**config.mk**
```make
export PLATFORM = sky130hd
export DESIGN_NAME = io_bridge_mux_flat
export DESIGN_NICKNAME = d
export VERILOG_FILES = /design/src/rtl/io_bridge_mux_if.sv /design/src/rtl/io_bridge_mux.sv /design/src/flat_wrapper.sv
export SDC_FILE = /design/constraint.sdc
export NUM_CORES = 1
export LEC_CHECK = 0
export ABC_CLOCK_PERIOD_IN_PS = 4300
export CAP_MARGIN = 20
export CORE_AREA = 2 2 186 188
export DETAILED_ROUTE_END_ITERATION = 12
export DIE_AREA = 0 0 188 190
export DONT_BUFFER_PORTS = 1
export SKIP_LAST_GASP = 1
export SLEW_MARGIN = 5
export SYNTH_ARGS = -nofsm -noshare
export SYNTH_HDL_FRONTEND = slang
export SYNTH_SLANG_ARGS = --single-unit
```
**constraint.sdc**
```tcl
create_clock -name clk_from_cpu -period 4.3 [get_ports clk_from_cpu]
set_clock_uncertainty 0.05 [all_clocks]
set_input_delay 0.86 -clock clk_from_cpu [delete_from_list [all_inputs] [get_ports clk_from_cpu]]
set_output_delay 0.86 -clock clk_from_cpu [all_outputs]
set_load 0.01 [all_outputs]
```
**src/rtl/io_bridge_mux_if.sv**
```systemverilog
// CPU, DRAM and peripheral-slot signals of the bridge in one bundle.
// The bridge uses the slave view; the CPU and target models use the master view.
interface io_bridge_mux_if #(
  parameter int unsigned NUM_SLV = 6,
  parameter int unsigned DATA_W  = 32
);
  logic                        req_from_cpu;
  logic                        we_from_cpu;
  logic [31:0]                 addr_from_cpu;
  logic [DATA_W-1:0]           wdata_from_cpu;
  logic [DATA_W-1:0]           rdata_to_cpu;
  logic                        ack_to_cpu;
  logic                        err_to_cpu;
  logic                        busy_to_cpu;

  logic                        req_to_dram;
  logic                        we_to_dram;
  logic [31:0]                 addr_to_dram;
  logic [DATA_W-1:0]           wdata_to_dram;
  logic [DATA_W-1:0]           rdata_from_dram;
  logic                        rdy_from_dram;

  logic [NUM_SLV-1:0]          sel_to_slv;
  logic                        we_to_slv;
  logic [31:0]                 addr_to_slv;
  logic [DATA_W-1:0]           wdata_to_slv;
  logic [NUM_SLV*DATA_W-1:0]   rdata_from_slv;
  logic [NUM_SLV-1:0]          rdy_from_slv;

  modport slave (
    input  req_from_cpu, we_from_cpu, addr_from_cpu, wdata_from_cpu,
    output rdata_to_cpu, ack_to_cpu, err_to_cpu, busy_to_cpu,
    output req_to_dram, we_to_dram, addr_to_dram, wdata_to_dram,
    input  rdata_from_dram, rdy_from_dram,
    output sel_to_slv, we_to_slv, addr_to_slv, wdata_to_slv,
    input  rdata_from_slv, rdy_from_slv
  );

  modport master (
    output req_from_cpu, we_from_cpu, addr_from_cpu, wdata_from_cpu,
    input  rdata_to_cpu, ack_to_cpu, err_to_cpu, busy_to_cpu,
    input  req_to_dram, we_to_dram, addr_to_dram, wdata_to_dram,
    output rdata_from_dram, rdy_from_dram,
    input  sel_to_slv, we_to_slv, addr_to_slv, wdata_to_slv,
    output rdata_from_slv, rdy_from_slv
  );
endinterface

```
**src/rtl/io_bridge_mux.sv**
```systemverilog
// CPU-to-DRAM/peripheral bridge: decodes one access at a time, waits for the
// target's ready (or a timeout) and returns registered data with a one-cycle ack.
module io_bridge_mux #(
  parameter int unsigned        NUM_SLV   = 6,
  parameter int unsigned        DATA_W    = 32,
  parameter logic [19:0]        PERI_PAGE = 20'hFFFFF,
  parameter logic [11:0]        SLV_BASE  = 12'h000,
  parameter logic [NUM_SLV-1:0] RD_MASK   = '1,
  parameter logic [NUM_SLV-1:0] WR_MASK   = '1,
  parameter int unsigned        TIMEOUT   = 15
) (
  input  logic           clk_from_cpu,
  input  logic           rst_from_cpu,
  io_bridge_mux_if.slave bus
);

  localparam int unsigned CNT_W = (TIMEOUT == 0) ? 1 : $clog2(TIMEOUT + 1);
  localparam logic [CNT_W-1:0] CNT_LAST = CNT_W'(TIMEOUT);
  localparam logic [CNT_W-1:0] CNT_MAX  = '1;

  typedef enum logic [1:0] {IDLE, ACCESS, RESP} state_e;

  state_e             state_q, state_d;
  logic [31:0]        addr_q, addr_d;
  logic               we_q, we_d;
  logic [DATA_W-1:0]  wdata_q, wdata_d;
  logic [DATA_W-1:0]  rdata_q, rdata_d;
  logic               err_q, err_d;
  logic               dram_q, dram_d;
  logic [NUM_SLV-1:0] sel_q, sel_d;
  logic [CNT_W-1:0]   cnt_q, cnt_d;

  logic [NUM_SLV-1:0] hit;
  logic               peri;
  logic               tgt_rdy;
  logic [DATA_W-1:0]  slv_rdata;
  logic [DATA_W-1:0]  tgt_rdata;

  // Address decode of the incoming request and muxing of the active target.
  always_comb begin
    hit  = '0;
    peri = (bus.addr_from_cpu[31:12] == PERI_PAGE);
    for (int k = 0; k < NUM_SLV; k++) begin
      hit[k] = (bus.addr_from_cpu[11:0] == SLV_BASE + 12'(4 * k));
    end
    slv_rdata = '0;
    for (int k = 0; k < NUM_SLV; k++) begin
      if (sel_q[k]) slv_rdata = bus.rdata_from_slv[k*DATA_W +: DATA_W];
    end
    // Only the selected target's ready counts; others are masked off by sel_q.
    tgt_rdy   = dram_q ? bus.rdy_from_dram : |(sel_q & bus.rdy_from_slv);
    tgt_rdata = dram_q ? bus.rdata_from_dram : slv_rdata;
  end

  // NOTE: every signal gets a hold-value default first so no latch is inferred.
  always_comb begin
    state_d = state_q;
    addr_d  = addr_q;
    we_d    = we_q;
    wdata_d = wdata_q;
    rdata_d = rdata_q;
    err_d   = err_q;
    dram_d  = dram_q;
    sel_d   = sel_q;
    cnt_d   = cnt_q;
    case (state_q)
      IDLE: begin
        if (bus.req_from_cpu) begin
          addr_d  = bus.addr_from_cpu;
          we_d    = bus.we_from_cpu;
          wdata_d = bus.wdata_from_cpu;
          err_d   = 1'b0;
          cnt_d   = '0;
          if (!peri) begin
            dram_d  = 1'b1;
            state_d = ACCESS;
          end else if (hit == '0 || (bus.we_from_cpu && (hit & WR_MASK) == '0)) begin
            err_d   = 1'b1;
            rdata_d = '1;
            state_d = RESP;
          end else if (!bus.we_from_cpu && (hit & RD_MASK) == '0) begin
            // Read-protected slot answers like the legacy bridge: all ones, no error.
            rdata_d = '1;
            state_d = RESP;
          end else begin
            sel_d   = hit;
            state_d = ACCESS;
          end
        end
      end
      ACCESS: begin
        if (tgt_rdy) begin
          rdata_d = we_q ? '0 : tgt_rdata;
          err_d   = 1'b0;
          dram_d  = 1'b0;
          sel_d   = '0;
          state_d = RESP;
        end else if (TIMEOUT != 0 && cnt_q == CNT_LAST) begin
          rdata_d = '1;
          err_d   = 1'b1;
          dram_d  = 1'b0;
          sel_d   = '0;
          state_d = RESP;
        end else if (cnt_q != CNT_MAX) begin
          cnt_d = cnt_q + 1'b1;
        end
      end
      RESP:    state_d = IDLE;
      default: state_d = IDLE;
    endcase
  end

  // NOTE: state registers use non-blocking assignments so every flop samples
  // the pre-edge values of the others.
  always_ff @(posedge clk_from_cpu) begin
    if (rst_from_cpu) begin
      state_q <= IDLE;
      addr_q  <= '0;
      we_q    <= 1'b0;
      wdata_q <= '0;
      rdata_q <= '0;
      err_q   <= 1'b0;
      dram_q  <= 1'b0;
      sel_q   <= '0;
      cnt_q   <= '0;
    end else begin
      state_q <= state_d;
      addr_q  <= addr_d;
      we_q    <= we_d;
      wdata_q <= wdata_d;
      rdata_q <= rdata_d;
      err_q   <= err_d;
      dram_q  <= dram_d;
      sel_q   <= sel_d;
      cnt_q   <= cnt_d;
    end
  end

  always_comb begin
    bus.req_to_dram   = dram_q;
    bus.we_to_dram    = dram_q & we_q;
    bus.addr_to_dram  = addr_q;
    bus.wdata_to_dram = wdata_q;
    bus.sel_to_slv    = sel_q;
    bus.we_to_slv     = (|sel_q) & we_q;
    bus.addr_to_slv   = addr_q;
    bus.wdata_to_slv  = wdata_q;
    bus.ack_to_cpu    = (state_q == RESP);
    bus.err_to_cpu    = (state_q == RESP) & err_q;
    bus.rdata_to_cpu  = rdata_q;
    bus.busy_to_cpu   = (state_q != IDLE);
  end

endmodule

```
**src/flat_wrapper.sv**
```systemverilog
// flat-port wrapper written by rule: the top's interface ports become plain ports
module io_bridge_mux_flat 
#(
  parameter int unsigned        NUM_SLV   = 6,
  parameter int unsigned        DATA_W    = 32,
  parameter logic [19:0]        PERI_PAGE = 20'hFFFFF,
  parameter logic [11:0]        SLV_BASE  = 12'h000,
  parameter logic [NUM_SLV-1:0] RD_MASK   = '1,
  parameter logic [NUM_SLV-1:0] WR_MASK   = '1,
  parameter int unsigned        TIMEOUT   = 15
)
  (clk_from_cpu, rst_from_cpu, bus_req_from_cpu, bus_we_from_cpu, bus_addr_from_cpu, bus_wdata_from_cpu, bus_rdata_to_cpu, bus_ack_to_cpu, bus_err_to_cpu, bus_busy_to_cpu, bus_req_to_dram, bus_we_to_dram, bus_addr_to_dram, bus_wdata_to_dram, bus_rdata_from_dram, bus_rdy_from_dram, bus_sel_to_slv, bus_we_to_slv, bus_addr_to_slv, bus_wdata_to_slv, bus_rdata_from_slv, bus_rdy_from_slv);
  io_bridge_mux_if #(.NUM_SLV(NUM_SLV), .DATA_W(DATA_W)) bus_i ();
  input  logic clk_from_cpu;
  input  logic rst_from_cpu;
  input wire logic [$bits(bus_i.req_from_cpu)-1:0] bus_req_from_cpu;
  input wire logic [$bits(bus_i.we_from_cpu)-1:0] bus_we_from_cpu;
  input wire logic [$bits(bus_i.addr_from_cpu)-1:0] bus_addr_from_cpu;
  input wire logic [$bits(bus_i.wdata_from_cpu)-1:0] bus_wdata_from_cpu;
  output wire logic [$bits(bus_i.rdata_to_cpu)-1:0] bus_rdata_to_cpu;
  output wire logic [$bits(bus_i.ack_to_cpu)-1:0] bus_ack_to_cpu;
  output wire logic [$bits(bus_i.err_to_cpu)-1:0] bus_err_to_cpu;
  output wire logic [$bits(bus_i.busy_to_cpu)-1:0] bus_busy_to_cpu;
  output wire logic [$bits(bus_i.req_to_dram)-1:0] bus_req_to_dram;
  output wire logic [$bits(bus_i.we_to_dram)-1:0] bus_we_to_dram;
  output wire logic [$bits(bus_i.addr_to_dram)-1:0] bus_addr_to_dram;
  output wire logic [$bits(bus_i.wdata_to_dram)-1:0] bus_wdata_to_dram;
  input wire logic [$bits(bus_i.rdata_from_dram)-1:0] bus_rdata_from_dram;
  input wire logic [$bits(bus_i.rdy_from_dram)-1:0] bus_rdy_from_dram;
  output wire logic [$bits(bus_i.sel_to_slv)-1:0] bus_sel_to_slv;
  output wire logic [$bits(bus_i.we_to_slv)-1:0] bus_we_to_slv;
  output wire logic [$bits(bus_i.addr_to_slv)-1:0] bus_addr_to_slv;
  output wire logic [$bits(bus_i.wdata_to_slv)-1:0] bus_wdata_to_slv;
  input wire logic [$bits(bus_i.rdata_from_slv)-1:0] bus_rdata_from_slv;
  input wire logic [$bits(bus_i.rdy_from_slv)-1:0] bus_rdy_from_slv;
  assign bus_i.req_from_cpu = bus_req_from_cpu;
  assign bus_i.we_from_cpu = bus_we_from_cpu;
  assign bus_i.addr_from_cpu = bus_addr_from_cpu;
  assign bus_i.wdata_from_cpu = bus_wdata_from_cpu;
  assign bus_rdata_to_cpu = bus_i.rdata_to_cpu;
  assign bus_ack_to_cpu = bus_i.ack_to_cpu;
  assign bus_err_to_cpu = bus_i.err_to_cpu;
  assign bus_busy_to_cpu = bus_i.busy_to_cpu;
  assign bus_req_to_dram = bus_i.req_to_dram;
  assign bus_we_to_dram = bus_i.we_to_dram;
  assign bus_addr_to_dram = bus_i.addr_to_dram;
  assign bus_wdata_to_dram = bus_i.wdata_to_dram;
  assign bus_i.rdata_from_dram = bus_rdata_from_dram;
  assign bus_i.rdy_from_dram = bus_rdy_from_dram;
  assign bus_sel_to_slv = bus_i.sel_to_slv;
  assign bus_we_to_slv = bus_i.we_to_slv;
  assign bus_addr_to_slv = bus_i.addr_to_slv;
  assign bus_wdata_to_slv = bus_i.wdata_to_slv;
  assign bus_i.rdata_from_slv = bus_rdata_from_slv;
  assign bus_i.rdy_from_slv = bus_rdy_from_slv;
  io_bridge_mux #(.NUM_SLV(NUM_SLV), .DATA_W(DATA_W), .PERI_PAGE(PERI_PAGE), .SLV_BASE(SLV_BASE), .RD_MASK(RD_MASK), .WR_MASK(WR_MASK), .TIMEOUT(TIMEOUT)) u_core (.clk_from_cpu(clk_from_cpu), .rst_from_cpu(rst_from_cpu), .bus(bus_i));
endmodule
```
Word-level counts from Yosys, hierarchy flattened. Index checks and enable logic that the tools add are counted.

Add/subtract/negate cells: 1. $mul: 0. Div/mod/pow operators: 0. Order comparisons: 0. Equality and inequality tests: 20. Shifts and indexed selects: 0. Mux-type cells: 46. Bitwise logic cells: 4. Reduce and logical (&&, ||, !) cells: 18.

Operators with widths (count): 2-to-1 mux 32 bit (14); case mux 32 bit (2 select lines) (1); 2-to-1 mux 6 bit (6); equality test 12 x 4 -> 1 bit, second input constant (2); equality test 12 x 5 -> 1 bit, second input constant (2); equality test 20 bit, second input constant (1); 2-to-1 mux 4 bit (4); equality test 12 x 3 -> 1 bit, second input constant (1); logical NOT 12 bit (1); 2-to-1 mux 2 bit (6); != test 2 bit, second input constant (6); case mux 6 bit (2 select lines) (1); OR reduction 6 bit (2); 2-to-1 mux 1 bit (10); AND reduction 5 bit (2); case mux 4 bit (2 select lines) (1); bitwise AND 6 bit (1); logical NOT 6 bit (1); != test 3 x 1 -> 1 bit, second input constant (2); AND reduction 6 bit (1); adder 4 x 1 -> 4 bit, second input constant (1); equality test 4 bit, second input constant (1); != test 2 x 1 -> 1 bit, second input constant (2); != test 4 bit, second input constant (1); 13 further kinds (19).

Register bits: 111. Latch bits: 0. RAM bits: 0. Bits in read-only memories: 0. Bits of input ports: 299. Output and inout bits: 172. Word-level logic and storage cells: 98. Memories kept: 0.

Depth between registers and ports, before layout.
Depth in word-level cells: 10. Gate-level depth with buffers: 8.

Least setup slack after synthesis. No wires, ideal clock.

Path type: input -> register. From: input port bus_addr_from_cpu[20]. To: register u_core.sel_q[0], in the netlist u_core.bus.sel_to_slv[0]. Library setup time: 0.124 ns. Data arrival time: 2.151 ns. Data required time: 4.126 ns. Setup slack: 1.975 ns. Cell stages on the path: 5. Path through: nand4_1 > or4_4 > o41ai_2 > a21oi_1 > o2bb2ai_1.

Longest elaborated chain between the ends: 3.

RTL lines: start: declaration (RTL line flat_wrapper.sv:18) `input wire logic [$bits(bus_i.addr_from_cpu)-1:0] bus_addr_from_cpu;`; equality test 20 bit (RTL line io_bridge_mux.sv:42) `peri = (bus.addr_from_cpu[31:12] == PERI_PAGE);`; != test 2 x 1 -> 1 bit (no source line); AND reduction 6 bit (no source line); end signal: assignment (RTL line io_bridge_mux.sv:134) `sel_q <= sel_d;`; end: declaration (RTL line io_bridge_mux.sv:30) `logic [NUM_SLV-1:0] sel_q, sel_d;`.

Every way passes these cells. A chain may end at the register's enable or synchronous reset.

Final worst setup path.
From: register u_core.sel_q[4], in the netlist u_core.bus.sel_to_slv[4]. To: register u_core.rdata_q[14], in the netlist u_core.bus.rdata_to_cpu[14].

Longest elaborated chain between the ends: 6. Elaborated cells on any way between the ends: 11. Classes of those cells: eq/ne: 1; mux: 7; bitwise: 1; reduce/logical: 2.

RTL lines: 2-to-1 mux 32 bit (2 in series) (RTL line io_bridge_mux.sv:48) `if (sel_q[k]) slv_rdata = bus.rdata_from_slv[k*DATA_W +: DATA_W];`; 2-to-1 mux 32 bit (RTL line io_bridge_mux.sv:52) `tgt_rdata = dram_q ? bus.rdata_from_dram : slv_rdata;`; 2-to-1 mux 32 bit (RTL line io_bridge_mux.sv:93) `rdata_d = we_q ? '0 : tgt_rdata;`; 2-to-1 mux 32 bit (RTL line io_bridge_mux.sv:92) `if (tgt_rdy) begin`; case mux 32 bit (2 select lines) (RTL line io_bridge_mux.sv:66) `case (state_q)`; end signal: assignment (RTL line io_bridge_mux.sv:131) `rdata_q <= rdata_d;`; end: declaration (RTL line io_bridge_mux.sv:27) `logic [DATA_W-1:0] rdata_q, rdata_d;`.

Several ways; a longest one is shown, not always the timed one.

==> flow_summary.ini <==
[critical_path]
startpoint_type = register
critPathRequiredTime_ns = 4.48
crit_start = u_core.bus.sel_to_slv[4]
cp_max_fo = 22
reg2reg_setup_slack_ns = 1.34
worst_setup_path_end_kind = register
critPathKind = register to register
r2r_end = u_core.bus.rdata_to_cpu[14]
cp-endpoint = u_core.bus.rdata_to_cpu[14]
cp_data_arrival_time_ns = 3.14
r2r_start = u_core.bus.sel_to_slv[4]
rr_worst_depth = 5

[routing]
firstDrtPassIters = 5
wl_per_cell_um = 23.0
dr_total_vias = 5880
post-route-drc-count = 0
wirelength_mm = 26.6
drtAntennaViolNets = 0
routed_via_density = 5.08
drtIter0Drc = 316

[synth]
synthTopCellsByCount = nand2_1 (166), dfxtp_1 (111), a21oi_1 (69)
netlist_area_um2 = 6520
synth_seq_area_share_pct = 34.1
syn_avg_cell_area_um2 = 8.08
synth_most_common_cell = nand2_1
synth.distinct_cells = 50
synth_edf_count = 0
ys_ff_latch = 111
ys_warn_count = 0
synthTopCellsByArea = dfxtp_1 (34%), nand2_1 (9.6%), buf_4 (7.7%), a221oi_2 (6.7%), a211oi_2 (5.6%)
synth_nets = 1107
synth_flop_cell = dfxtp_1
synth_top_area_share_pct = 34.1
yosysTopAreaCell = dfxtp_1
synthArstFlopShare_pct = 0
synthCells = 807

[sta]
finalSetupViolations = 0
min_period_over_period_pct = 68.8
max_freq_ghz = 0.338
final.min_clock_period_ns = 2.96
tightest_slew_ns = 1.21
finalWorstSetupSlack_ns = 1.34
hold_viol = 0
tns_ns = 0
slew_violations = 0
rsz0062_at_grt = false
relSlewSlack_pct = 19.1

[power]
swShare_pct = 33.1
p_comb_share_pct = 13.2
clkPwrFrac_pct = 35.0
p_sw_mw = 0.811
ir_drop_v = 0.000144
p_seq_share_pct = 51.8
internal_power_mw = 1.64
powerDensity_nw_per_um2 = 365
leakagePower_nw = 2.11

[grt]
grt_use_total_pct = 14.1
grt_pass1_vias = 5596
grt_max_degree = 108
antenna_found_initial = 1
grt_pass1_wl_mm = 37.2
grt_remaining_overflow = 0

[floorplanning]
die-area_um2 = 35700
rows = 68
die_w_um = 188
io_pins = 471
core_area_um2 = 33900
start_util_pct = 19.2
fp.dieH_um = 190

[clock_network]
numCtsBuffers = 9
clk_pin_slew_worst_paths_ns = 0.08
cts_resized = 0
post_cts_buffers = 0
cts_num_sinks = 111
ctsHtreeMaxLevel = 3
worstSkewPairLatency_ns = 0.36
cts_tree = yes
clockBufferDepth = 2
clockRootBuffer = clkbuf_16
ctsHoldBuffers = 0

[cells_and_area]
drive_gt1_share_pct = 14.3
nNetsFinal = 996
final_cells = 1157
syn_to_final_growth_pct = 2.72
final_area_um2 = 6700

[placement]
port_buffers = 0
place_inst = 1140
routabilityCongestion = 0.819
dp_slack_ns = 1.45
post_dp_cell_area_um2 = 6410
place_hpwl_mm = 20.1

[job]
drv_cap = 0

[hold_path]
hold_class = register to register

[run_status]
status = complete, no violations
## routing by layer
metal / up-vias / share of wire, % / GRT usage (%)
met3: 54 / 8.7 / 4.08
li1: 2644 / - / -
met5: - / 0 / 0
met1: 2789 / 39 / 16.0
met2: 393 / 49 / 24.4
met4: 0 / 3.4 / 6.12
## stage by stage
| step | utilization, % | power (mW) | hold WS, ns |
|---|---|---|---|
| 2_1_floorplan | - | 1.59 | 0.394 |
| 3_3_place_gp | 18.9 | 1.61 | 0.386 |
| 3_5_place_dp | 18.9 | 1.62 | 0.388 |
| 4_1_cts | 19.7 | 2.51 | 0.411 |
| 5_1_grt | 19.7 | 2.58 | 0.428 |
| 6_report | 19.7 | 2.45 | 0.407 |
## logic make-up (layout without fill, tap and decap cells)
| family | after synthesis | after routing | share of synthesized area (%) |
|---|---|---|---|
| other | 0 | 1 | 0 |
| adders and majority gates | 1 | 1 | 0.192 |
| DFF | 111 | 111 | 34.1 |
| buffers and inverters | 174 | 68 | 14.7 |
| AOI/OAI and AO/OA | 261 | 261 | 34.3 |
| and+or+nand+nor | 257 | 257 | 16.4 |
| xor gates and xnor gates | 3 | 3 | 0.403 |
## state kept, by name, summed over array words and instances, names as in the netlist
signal                    cells
u_core.bus.wdata_to_dram     32
u_core.err_q                  1
u_core.bus.rdata_to_cpu      32
u_core.bus.sel_to_slv         6
u_core.state_q                2
u_core.bus.req_to_dram        1
u_core.cnt_q                  4
u_core.bus.addr_to_dram      32
u_core.we_q                   1
## placed cells by master, fill, tap and decap left out, types with 6 or more instances in the layout
master and n:
dfxtp_1 109, o311ai_0 22, a211oi_2 29, clkbuf_16 9
buf_4 13, a221oi_2 29, inv_1 38, a221oi_1 35
o221ai_1 20, nor3_1 6, nand2_1 165, o2bb2ai_1 6
a22oi_1 11, a21oi_1 69, nor2_1 53, o22ai_1 23
## critical path: stages (launching register included)
cell and delay, ns:
dfxtp_1 0.85, nand2b_1 0.85, o22ai_1 0.53, nor2_1 0.11
a221oi_2 0.32, a211oi_2 0.08
## worst min-delay path by stage
stage | end | start | cells after the start | slack (ns)
6_report | u_core.bus.sel_to_slv[2] | u_core.bus.sel_to_slv[2] | 1 | 0.41
5_1_grt | u_core.bus.sel_to_slv[2] | u_core.bus.sel_to_slv[2] | 1 | 0.43
4_1_cts | u_core.bus.sel_to_slv[2] | u_core.bus.sel_to_slv[2] | 1 | 0.41
3_5_place_dp | u_core.bus.sel_to_slv[2] | u_core.bus.sel_to_slv[2] | 1 | 0.39
3_3_place_gp | u_core.bus.sel_to_slv[2] | u_core.bus.sel_to_slv[2] | 1 | 0.39
2_1_floorplan | u_core.err_q | u_core.err_q | 2 | 0.39
## area by class of cell
cell class                      count  area, um2
Timing Repair Buffer               13       97.6
Inverter                           39        146
Fill cell                        3806      27200
Sequential cell                   111       2220
Antenna cell                        1       2.50
Clock inverter                      6       62.6
Multi-Input combinational cell    522       3370
Tap cell                          455        569
Clock buffer                       10        229
## power by group through the flow
stage / logic, mW / registers (mW) / clock network, mW
floorplan: 0.363 / 1.23 / 0
global placement: 0.314 / 1.30 / 0
CTS: 0.326 / 1.27 / 0.906
finish: 0.322 / 1.27 / 0.857
global route: 0.363 / 1.28 / 0.939
detailed placement: 0.326 / 1.30 / 0
Power figures use the tool's default switching activity.
